[config.mk]
export PLATFORM = sky130hd
export DESIGN_NAME = melody_sequencer
export DESIGN_NICKNAME = d
export VERILOG_FILES = /design/src/rtl/buzzer_pkg.sv /design/src/rtl/note_timer.sv /design/src/rtl/melody_sequencer.sv
export SDC_FILE = /design/constraint.sdc
export NUM_CORES = 1
export LEC_CHECK = 0
export ABC_AREA = 1
export CORE_UTILIZATION = 40
export CTS_BUF_LIST = sky130_fd_sc_hd__clkbuf_16
export CTS_CLUSTER_DIAMETER = 120
export CTS_CLUSTER_SIZE = 25
export DETAILED_ROUTE_END_ITERATION = 16
export GPL_TIMING_DRIVEN = 0
export SLEW_MARGIN = 20
export SYNTH_ARGS = -nofsm -noshare
export SYNTH_HDL_FRONTEND = slang
export SYNTH_SLANG_ARGS = --single-unit
[constraint.sdc]
create_clock -name clk -period 2.85 [get_ports clk]
set_input_delay 0.4275 -clock clk [delete_from_list [all_inputs] [get_ports clk]]
set_output_delay 0.4275 -clock clk [all_outputs]
set_load 0.1 [all_outputs]
[src/rtl/buzzer_pkg.sv]
// Shared types and constants for the melody sequencer: FSM states, note ROM
// field layout (beats in the LSBs, tone half-period above, last flag on top).
`timescale 1ns/1ps
package buzzer_pkg;

  typedef enum logic [2:0] {
    IDLE,
    FETCH,
    LOAD,
    PLAY,
    GAP,
    DONE
  } state_t;

  // rom_data = {last, tone_half[TONE_W-1:0], beats[BEATS_W-1:0]}
  localparam int BEATS_W   = 4;
  localparam int BEATS_LSB = 0;
  localparam int TONE_LSB  = BEATS_LSB + BEATS_W;

  localparam int DUR_W = 32;

  // Index of the lowest set bit (0 when none is set).
  function automatic int unsigned first_set(input logic [31:0] v);
    first_set = 0;
    for (int i = 31; i >= 0; i--)
      if (v[i]) first_set = i;
  endfunction

endpackage

[src/rtl/note_timer.sv]
// Tone half-period divider plus note/gap duration counter. A start pulse
// reloads both; wave begins at 0 and expired is high on the final cycle.
`timescale 1ns/1ps
module note_timer
  import buzzer_pkg::*;
#(
  parameter int TONE_W = 18
) (
  input  logic              clk,
  input  logic              rstn,
  input  logic              start,
  input  logic [TONE_W-1:0] tone_half,
  input  logic [DUR_W-1:0]  duration,
  output logic              wave,
  output logic              expired
);

  logic [TONE_W-1:0] half_q;
  logic [TONE_W-1:0] ph_q;
  logic [DUR_W-1:0]  dur_q;

  always_ff @(posedge clk or negedge rstn) begin
    if (!rstn) begin
      half_q <= '0;
      ph_q   <= '0;
      dur_q  <= '0;
      wave   <= 1'b0;
    end else if (start) begin
      half_q <= tone_half;
      ph_q   <= '0;
      dur_q  <= (duration == '0) ? '0 : duration - DUR_W'(1);
      wave   <= 1'b0;
    end else begin
      if (dur_q != '0) dur_q <= dur_q - DUR_W'(1);
      // half period of zero is a rest: the divider stays parked
      if (half_q != '0) begin
        if (ph_q == half_q - TONE_W'(1)) begin
          ph_q <= '0;
          wave <= ~wave;
        end else begin
          ph_q <= ph_q + TONE_W'(1);
        end
      end
    end
  end

  assign expired = (dur_q == '0);

endmodule

[src/rtl/melody_sequencer.sv]
// Fixed-priority buzzer effect sequencer: arbitrates requests, walks a song in
// the note ROM and plays it. Define MELODY_PREEMPT_EN to let higher-priority requests abort a song.
`timescale 1ns/1ps
module melody_sequencer
  import buzzer_pkg::*;
#(
  parameter int          NUM_REQ    = 3,
  parameter int          SONG_W     = 2,
  parameter int          NOTE_W     = 4,
  parameter int          TONE_W     = 18,
  parameter int unsigned BEAT_TICKS = 2500000,
  parameter int unsigned GAP_TICKS  = 250000
) (
  input  logic                     clk,
  input  logic                     rstn,
  input  logic [NUM_REQ-1:0]       req,
  output logic [SONG_W+NOTE_W-1:0] rom_addr,
  input  logic [TONE_W+BEATS_W:0]  rom_data,
  output logic [NUM_REQ-1:0]       grant,
  output logic                     busy,
  output logic                     song_done,
  output logic                     buzzer_out
);

  localparam int LAST_BIT = TONE_LSB + TONE_W;

  if ((64'(1) << SONG_W) < 64'(NUM_REQ)) begin : g_song_w_chk
    $error("SONG_W too narrow for NUM_REQ");
  end
  if (64'(BEAT_TICKS) * 64'((1 << BEATS_W) - 1) > 64'h0000_0000_FFFF_FFFF) begin : g_dur_chk
    $error("beats*BEAT_TICKS overflows the 32-bit duration counter");
  end

  state_t              state, state_nxt;
  logic [NUM_REQ-1:0]  pending, clr;
  logic [SONG_W-1:0]   song_id, win;
  logic [NUM_REQ-1:0]  win_oh;
  logic [NOTE_W-1:0]   note_idx;
  logic                last_q;
  logic                take_grant, inc_note, note_over, song_end;
  logic                t_start, t_wave, t_exp;
  logic [TONE_W-1:0]   t_tone;
  logic [DUR_W-1:0]    t_dur;
  logic [BEATS_W-1:0]  rom_beats, beats_eff;

  assign win       = SONG_W'(first_set(32'(pending)));
  assign win_oh    = NUM_REQ'(1) << win;
  assign clr       = take_grant ? win_oh : '0;
  assign song_end  = last_q | (note_idx == '1);
  assign rom_beats = rom_data[BEATS_LSB +: BEATS_W];
  assign beats_eff = (rom_beats == '0) ? BEATS_W'(1) : rom_beats;

`ifdef MELODY_PREEMPT_EN
  logic hi_pend;
  // grant is one-hot, so grant-1 masks exactly the higher-priority indices
  assign hi_pend = |(pending & (grant - NUM_REQ'(1)));
`endif

  always_comb begin
    state_nxt  = state;
    take_grant = 1'b0;
    inc_note   = 1'b0;
    note_over  = 1'b0;
    t_start    = 1'b0;
    t_tone     = '0;
    t_dur      = '0;
    unique case (state)
      IDLE:  if (|pending) begin
               state_nxt  = FETCH;
               take_grant = 1'b1;
             end
      FETCH: state_nxt = LOAD;
      LOAD:  begin
               state_nxt = PLAY;
               t_start   = 1'b1;
               t_tone    = rom_data[TONE_LSB +: TONE_W];
               t_dur     = DUR_W'(beats_eff) * DUR_W'(BEAT_TICKS);
             end
      PLAY:  if (t_exp) begin
               if (GAP_TICKS != 0) begin
                 state_nxt = GAP;
                 t_start   = 1'b1;
                 t_dur     = DUR_W'(GAP_TICKS);
               end else begin
                 note_over = 1'b1;
               end
             end
      GAP:   if (t_exp) note_over = 1'b1;
      DONE:  state_nxt = IDLE;
      default: state_nxt = IDLE;
    endcase
    if (note_over) begin
      if (song_end) begin
        state_nxt = DONE;
      end else begin
        state_nxt = FETCH;
        inc_note  = 1'b1;
      end
    end
`ifdef MELODY_PREEMPT_EN
    if ((state == LOAD || state == PLAY || state == GAP) && hi_pend) begin
      state_nxt  = FETCH;
      take_grant = 1'b1;
      inc_note   = 1'b0;
      t_start    = 1'b0;
    end
`endif
  end

  always_ff @(posedge clk or negedge rstn) begin
    if (!rstn) begin
      state    <= IDLE;
      pending  <= '0;
      grant    <= '0;
      song_id  <= '0;
      note_idx <= '0;
      last_q   <= 1'b0;
    end else begin
      state   <= state_nxt;
      // a request landing on its own clear cycle keeps the bit set
      pending <= req | (pending & ~clr);
      if (take_grant) begin
        grant    <= win_oh;
        song_id  <= win;
        note_idx <= '0;
      end else if (inc_note) begin
        note_idx <= note_idx + NOTE_W'(1);
      end
      if (state == LOAD) last_q <= rom_data[LAST_BIT];
      if (state == DONE) grant <= '0;
    end
  end

  note_timer #(.TONE_W(TONE_W)) u_timer (
    .clk       (clk),
    .rstn      (rstn),
    .start     (t_start),
    .tone_half (t_tone),
    .duration  (t_dur),
    .wave      (t_wave),
    .expired   (t_exp)
  );

  assign rom_addr   = {song_id, note_idx};
  assign busy       = (state != IDLE);
  assign song_done  = (state == DONE);
  assign buzzer_out = t_wave & (state == PLAY);

endmodule

==> results of run 1 <==
[synth_stat cells (11+ instances only)]
cell | n | area, sq um
inv_1 | 123 | 461.7
nand3_1 | 64 | 320.3
xor2_1 | 48 | 420.4
o21ai_0 | 32 | 160.2
a22o_1 | 11 | 96.34
nor2_1 | 136 | 510.5
xnor2_1 | 26 | 227.7
nor2_2 | 13 | 81.33
nor3_1 | 14 | 70.07
a21oi_1 | 39 | 195.2
nand2_1 | 229 | 859.6
dfrtp_1 | 85 | 2127
nand4_1 | 26 | 162.7
ha_1 | 25 | 312.8
[per-stage QoR]
| stage | hold WS, ns | instances | cell area (sq um) | utilization [%] | worst slack (ns) |
|---|---|---|---|---|---|
| global route | 0.4940 | 1271 | 8656 | 53.71 | -0.6100 |
| floorplan | 0.1319 | 960 | 6750 | - | -0.5627 |
| CTS | 0.4749 | 1264 | 8419 | 52.24 | -0.3608 |
| detailed placement | 0.2685 | 1215 | 7430 | 46.10 | -1.898 |
| finish | 0.4699 | 1271 | 8656 | 53.71 | -0.4583 |
| global placement | 0.4631 | 1214 | 7401 | 45.92 | -1.943 |
[final timing paths]
check	cells past startpoint	slack, ns	end
hold reg to reg	2	0.49	song_id[1]$_DFFE_PN0P_
max in group asynchronous	3	1.78	u_timer.dur_q[17]$_DFFE_PN0P_
hold / removal	2	0.47	u_timer.half_q[13]$_DFFE_PN0P_
setup reg to reg	13	0	u_timer.dur_q[29]$_DFFE_PN0P_
setup / recovery	27	-0.46	u_timer.dur_q[18]$_DFFE_PN0P_
min in group clk	2	0.49	song_id[1]$_DFFE_PN0P_
[cells by family (layout without fill, tap and decap cells)]
group	after synthesis	count (layout)	synth area share [%]
flip-flops	85	85	31.87
AO/OA/AOI/OAI	101	101	8.960
buffers and inverters	149	244	8.678
XOR/XNOR	74	74	9.709
AND/OR/NAND/NOR	524	524	35.50
adder cells (fa/ha/maj)	27	27	5.286
[worst max-delay path, delay by kind of cell]
family,cells,cell delay (ns)
and+or+nand+nor,14,1.37
adders and majority gates,4,0.91
buffers and inverters,8,0.77
AOI/OAI and AO/OA,1,0.07
[power by group through the flow]
stage / sequential [mW] / combinational (mW) / clock, mW
CTS: 2.13 / 4.61 / 1.41
global placement: 2.15 / 3.95 / 0
floorplan: 2.11 / 3.10 / 0
detailed placement: 2.15 / 4.00 / 0
finish: 2.13 / 4.88 / 1.38
global route: 2.20 / 5.44 / 1.47
[flip-flops by register name (all words and copies together) (netlist names)]
| name | flops |
|---|---|
| song_id | 2 |
| state | 3 |
| u_timer.ph_q | 18 |
| grant | 3 |
| note_idx | 4 |
| u_timer.wave | 1 |
| u_timer.half_q | 18 |
| last_q | 1 |
| u_timer.dur_q | 32 |
| pending | 3 |
[routing by layer]
metal  track usage, %  up-vias  routed length, um
met5                0        -                  0
met4            6.863        0                249
met3            2.816       21                414
met2            36.61       92               8684
met1            27.91     2953               8332
li1                 -     3241                  -
[layout make-up]
cell class	instances	area, sq um
Clock buffer	9	225.2
Clock inverter	7	121.4
Fill cell	1571	7460
Tap cell	216	270.3
Inverter	134	531.8
Multi-Input combinational cell	726	4543
Timing Repair Buffer	79	743.2
Sequential cell	85	2127
Buffer	15	93.84
[what timing repair did]
item	in CTS	in global routing
gates resized for setup	116	47
setup endpoints to repair	33	58
cloned	1	0
hold endpoints to repair	15	0
setup buffers	31	7
hold buffers	1	0
pin swaps	45	33
==> results.yml, run 1 <==
clock_network:
  htreeDepth: 3
  cts_root_buf: "clkbuf_16"
  cts_buffer_depth: 2
  cts-buffers-inserted: 9
  cts_num_sinks: 85
  clk_pin_slew_worst_paths_ns: 0.06
  cts_tree: "built"
  clk_latency_ns: 0.35
synth:
  synth_seq_area_share_pct: 31.87
  dominantRegCellSynth: "dfrtp_1"
  syn_inst: 960
  ys_ff_latch: 85
  ys_types: 44
  synthesis.area_sq_um: 6675
  syn_avg_cell_area_sq_um: 6.953
  ys.warnings.count: 0
  async_reset_ff_share_pct: 100.0
  synth_nets: 1015
  synth_edf_count: 0
finish:
  area_growth_pct: 29.67
  antenna_cells: 0
  final_nets: 1105
  final_layout_size_suffix_gt1_share_pct: 22.94
  layout_commonest_cell: "nand2_1"
  final_cell_mix: "nand2_1, nor2_1, inv_1"
placed_design:
  routabilityCongestion: 0.8900
  port_buffers: 38
  dp_hpwl_um: 12740
detailed_routing:
  ant_nets: 0
  drt_first_pass_iters: 5
  wl_per_cell_um: 13.91
  drc_errors: 0
  viasPerCell: 4.962
  num_vias: 6307
  drt-initial-drc-count: 358
  wl_um: 17680
worst_setup_path:
  cp_slowest_stage_delay_ns: 0.38
  arrival_ns: 3.53
  critical_path_class: "primary input to register"
  reg2reg_from: "u_timer.dur_q[0]$_DFFE_PN0P_"
  cp.required_ns: 3.07
  slowest_stage: "fa_2"
  cp-start-kind: "primary input"
  cp_max_fo: 5
  endpoint_kind: "register"
  crit_path_start: "rom_data[3]"
outcome:
  violations: "setup timing"
  status: "finished, violations left"
sta:
  tightest_slew_ns: 1.034
  rsz0062_at_grt: "yes"
  fin_ws_ns: -0.4583
  fin_crit_sh_pct: 116.1
  tns_ns: -13.25
  max_slew_margin_pct: 30.42
  hold_violations: 0
  finClkSkew_ns: 0.01100
  fin_crit_ns: 3.308
  finalSetupViolCount: 32
  fmax_mhz: 302.3
  maxSlewViolCount: 0
grt:
  grt_pass1_wl_um: 30120
  grt_overflow: 0
  grt_pass1_vias: 6219
  grt_max_degree: 71
  grt_antenna_before_repair: 0
  track_usage_pct: 21.45
pwr:
  p_clk_share_pct: 16.5
  comb_power_share_pct: 58.1
  p_int_mw: 4.471
  swShare_pct: 46.70
  seqPwrFrac_pct: 25.4
  max-vdd-ir-drop_uv: 460.3
  p_sw_mw: 3.917
  p_total_mw: 8.388
  leakagePower_nw: 4.172
  power.density_nw_per_um2: 969.1
floorplan:
  die_y_um: 131.2
  die_w_um: 131.2
  initial_core_util_pct: 41.42
  die_area_sq_um: 17210
  ios: 40
  core-area_sq_um: 16120
  core.rowCount: 46
worst_hold_path:
  hp-class: "primary input to asynchronous set/reset pin"
job:
  drv_cap: 0
No activity file was read; power rests on OpenSTA's default activity.
==> run 2, diff against run 1 <==
Settings changed: CAP_MARGIN from default to 10, HOLD_SLACK_MARGIN from default to 0.02.
Clock period 2.85 ns to 3.5 ns, I/O delays scaled along.
==> run 2 against run 1 <==
Against the previous run: the flow now finishes without violations; flip-flop and latch count did not move; hold slack got worse by 0.35 ns; design area fell by 3.5%; non-clock buffer count fell by 12; clock power fell by 24%; die area did not move; count of clock-buffer cells in the layout did not move; critical path depth did not move.
==> results.yml, run 2 (same netlist as run 1, synthesis figures left out) <==
placed_design:
  port_buffers: 38
  dp_hpwl_um: 12760
  place_area_sq_um: 7426
  dp_cells: 1215
  routabilityCongestion: 0.8941
outcome:
  status: "finished, final reports clean"
pwr:
  power.density_nw_per_um2: 780.8
  leakagePower_nw: 4.031
  p_total_mw: 6.519
  max-vdd-ir-drop_uv: 435.8
grt:
  grt_pass1_wl_um: 29190
  use_met1_pct: 26.25
  track_usage_pct: 20.96
  grt_antenna_before_repair: 0
  grt_overflow: 0
  top_usage_layer: "met2"
  grt_pass1_vias: 6079
  grt_max_degree: 54
  met3_usage_pct: 4.475
  use_met2_pct: 36.11
clock_network:
  cts_buffer_depth: 2
  cts-buffers-inserted: 9
  clk_pin_slew_worst_paths_ns: 0.07
  cts_tree: "built"
  cts_num_sinks: 85
  cts_root_buf: "clkbuf_16"
  clk_latency_ns: 0.35
  htreeDepth: 3
  holdBufCountCts: 0
worst_setup_path:
  reg2reg_from: "u_timer.dur_q[0]$_DFFE_PN0P_"
  r2r_setup_slack_ns: 0.56
  cp_max_fo: 5
  cp.required_ns: 3.73
  r2r_end: "u_timer.dur_q[14]$_DFFE_PN0P_"
  rr_worst_depth: 17
  cp-start-kind: "primary input"
  critical_path_class: "primary input to register"
  endpoint_kind: "register"
  arrival_ns: 3.60
sta:
  hold_violations: 0
  max_slew_margin_pct: 34.61
  fin_crit_ns: 3.371
  rsz0062_at_grt: "yes"
  finalSetupViolCount: 0
  tightest_slew_ns: 0.9778
  fmax_mhz: 296.7
  finClkSkew_ns: 0.009112
  maxSlewViolCount: 0
  fin_crit_sh_pct: 96.31
detailed_routing:
  drc_errors: 0
  drt-initial-drc-count: 415
  wl_um: 17330
  wl_per_cell_um: 13.76
  viasPerCell: 4.986
  drt_first_pass_iters: 5
  num_vias: 6277
  ant_nets: 0
finish:
  layout_commonest_cell: "nand2_1"
  reg_top3: "u_timer.dur_q x32, u_timer.half_q x18, u_timer.ph_q x18"
  area_growth_pct: 25.08
  finalNonFillerCells: 1259
  final_cell_mix: "nand2_1, nor2_1, inv_1"
  final_layout_size_suffix_gt1_share_pct: 19.18
  antenna_cells: 0
  top_register: "u_timer.dur_q"
  final_nets: 1093
  largest_reg_flops: 32
  stdcell_area_sq_um: 8349
floorplan:
  die_w_um: 131.2
  core-area_sq_um: 16120
  initial_core_util_pct: 41.42
  die_y_um: 131.2
  ios: 40
  die_area_sq_um: 17210
  core.rowCount: 46
job:
  drv_cap: 0
worst_hold_path:
  hp-class: "primary input to asynchronous set/reset pin"
## run 2: what timing repair did
| item | CTS | global route |
|---|---|---|
| gates cloned | 0 | 1 |
| setup buffers | 13 | 15 |
| endpoints found under the setup margin | 32 | 32 |
| pin swaps | 22 | 42 |
| gates resized for setup | 38 | 81 |
## run 2: per-stage QoR
step                      util, %  TNS (ns)  setup slack, ns  hold WS [ns]
after floorplan                 -  -0.01021         -0.01021        0.2294
after global placement      45.92   -155.85           -1.384        0.4619
after detailed placement    46.08    -39.52           -1.388        0.4672
after CTS                   49.38         0          0.01242        0.1227
after global routing        51.81   -0.3100         -0.05306        0.1387
final                       51.81         0           0.1291        0.1166
## run 2: critical path, stage by stage
cell      delay (ns)
buf_12          0.09
clkinv_8        0.04
ha_4            0.16
inv_2           0.05
nor2_2          0.03
nor2_2          0.14
inv_2           0.09
buf_6           0.13
ha_4            0.23
ha_4            0.16
fa_2            0.39
nand2_4         0.10
nor2_4          0.05
nand2_2         0.06
nand3_2         0.09
nand2_2         0.10
nand3_1         0.08
nand2_1         0.07
nor2_1          0.07
nor2_2          0.15
nand3_2         0.11
nor2_4          0.21
nand2_4         0.13
nand2_4         0.13
nor2_1          0.05
nor2_1          0.10
nor2_1          0.05
## run 2: layout make-up
type	count	area [sq um]
Tap cell	216	270.3
Timing Repair Buffer	68	664.4
Clock inverter	7	97.59
Multi-Input combinational cell	726	4365
Buffer	14	71.32
Clock buffer	9	225.2
Sequential cell	85	2127
Inverter	134	528.0
Fill cell	1582	7766
## run 2: worst max path at each step
stage          cells after the start        start  slack (ns)                             to
2_1_floorplan                     28  rom_data[3]       -0.01  u_timer.dur_q[22]$_DFFE_PN0P_
3_3_place_gp                       1         rstn       -1.38  u_timer.dur_q[26]$_DFFE_PN0P_
3_5_place_dp                      26  rom_data[2]       -1.39  u_timer.dur_q[22]$_DFFE_PN0P_
4_1_cts                           26  rom_data[3]        0.01  u_timer.dur_q[22]$_DFFE_PN0P_
5_1_grt                           27  rom_data[3]       -0.05  u_timer.dur_q[12]$_DFFE_PN0P_
6_report                          27  rom_data[2]        0.13  u_timer.dur_q[22]$_DFFE_PN0P_
## run 2: where the power goes
part	total [mW]	internal (mW)	switching, mW	leakage [nW]
Combinational	3.73	1.46	2.26	2.81
Clock	1.05	0.630	0.423	0.159
Sequential	1.74	1.36	0.380	1.06
## run 2: per-layer routing
metal | vias to the layer above | part of all wire [%] | wire [um]
met1 | 2940 | 47 | 8136
met5 | - | 0 | 0
met4 | 0 | 1.7 | 292
met2 | 103 | 48 | 8355
met3 | 23 | 3.1 | 543
li1 | 3211 | - | -
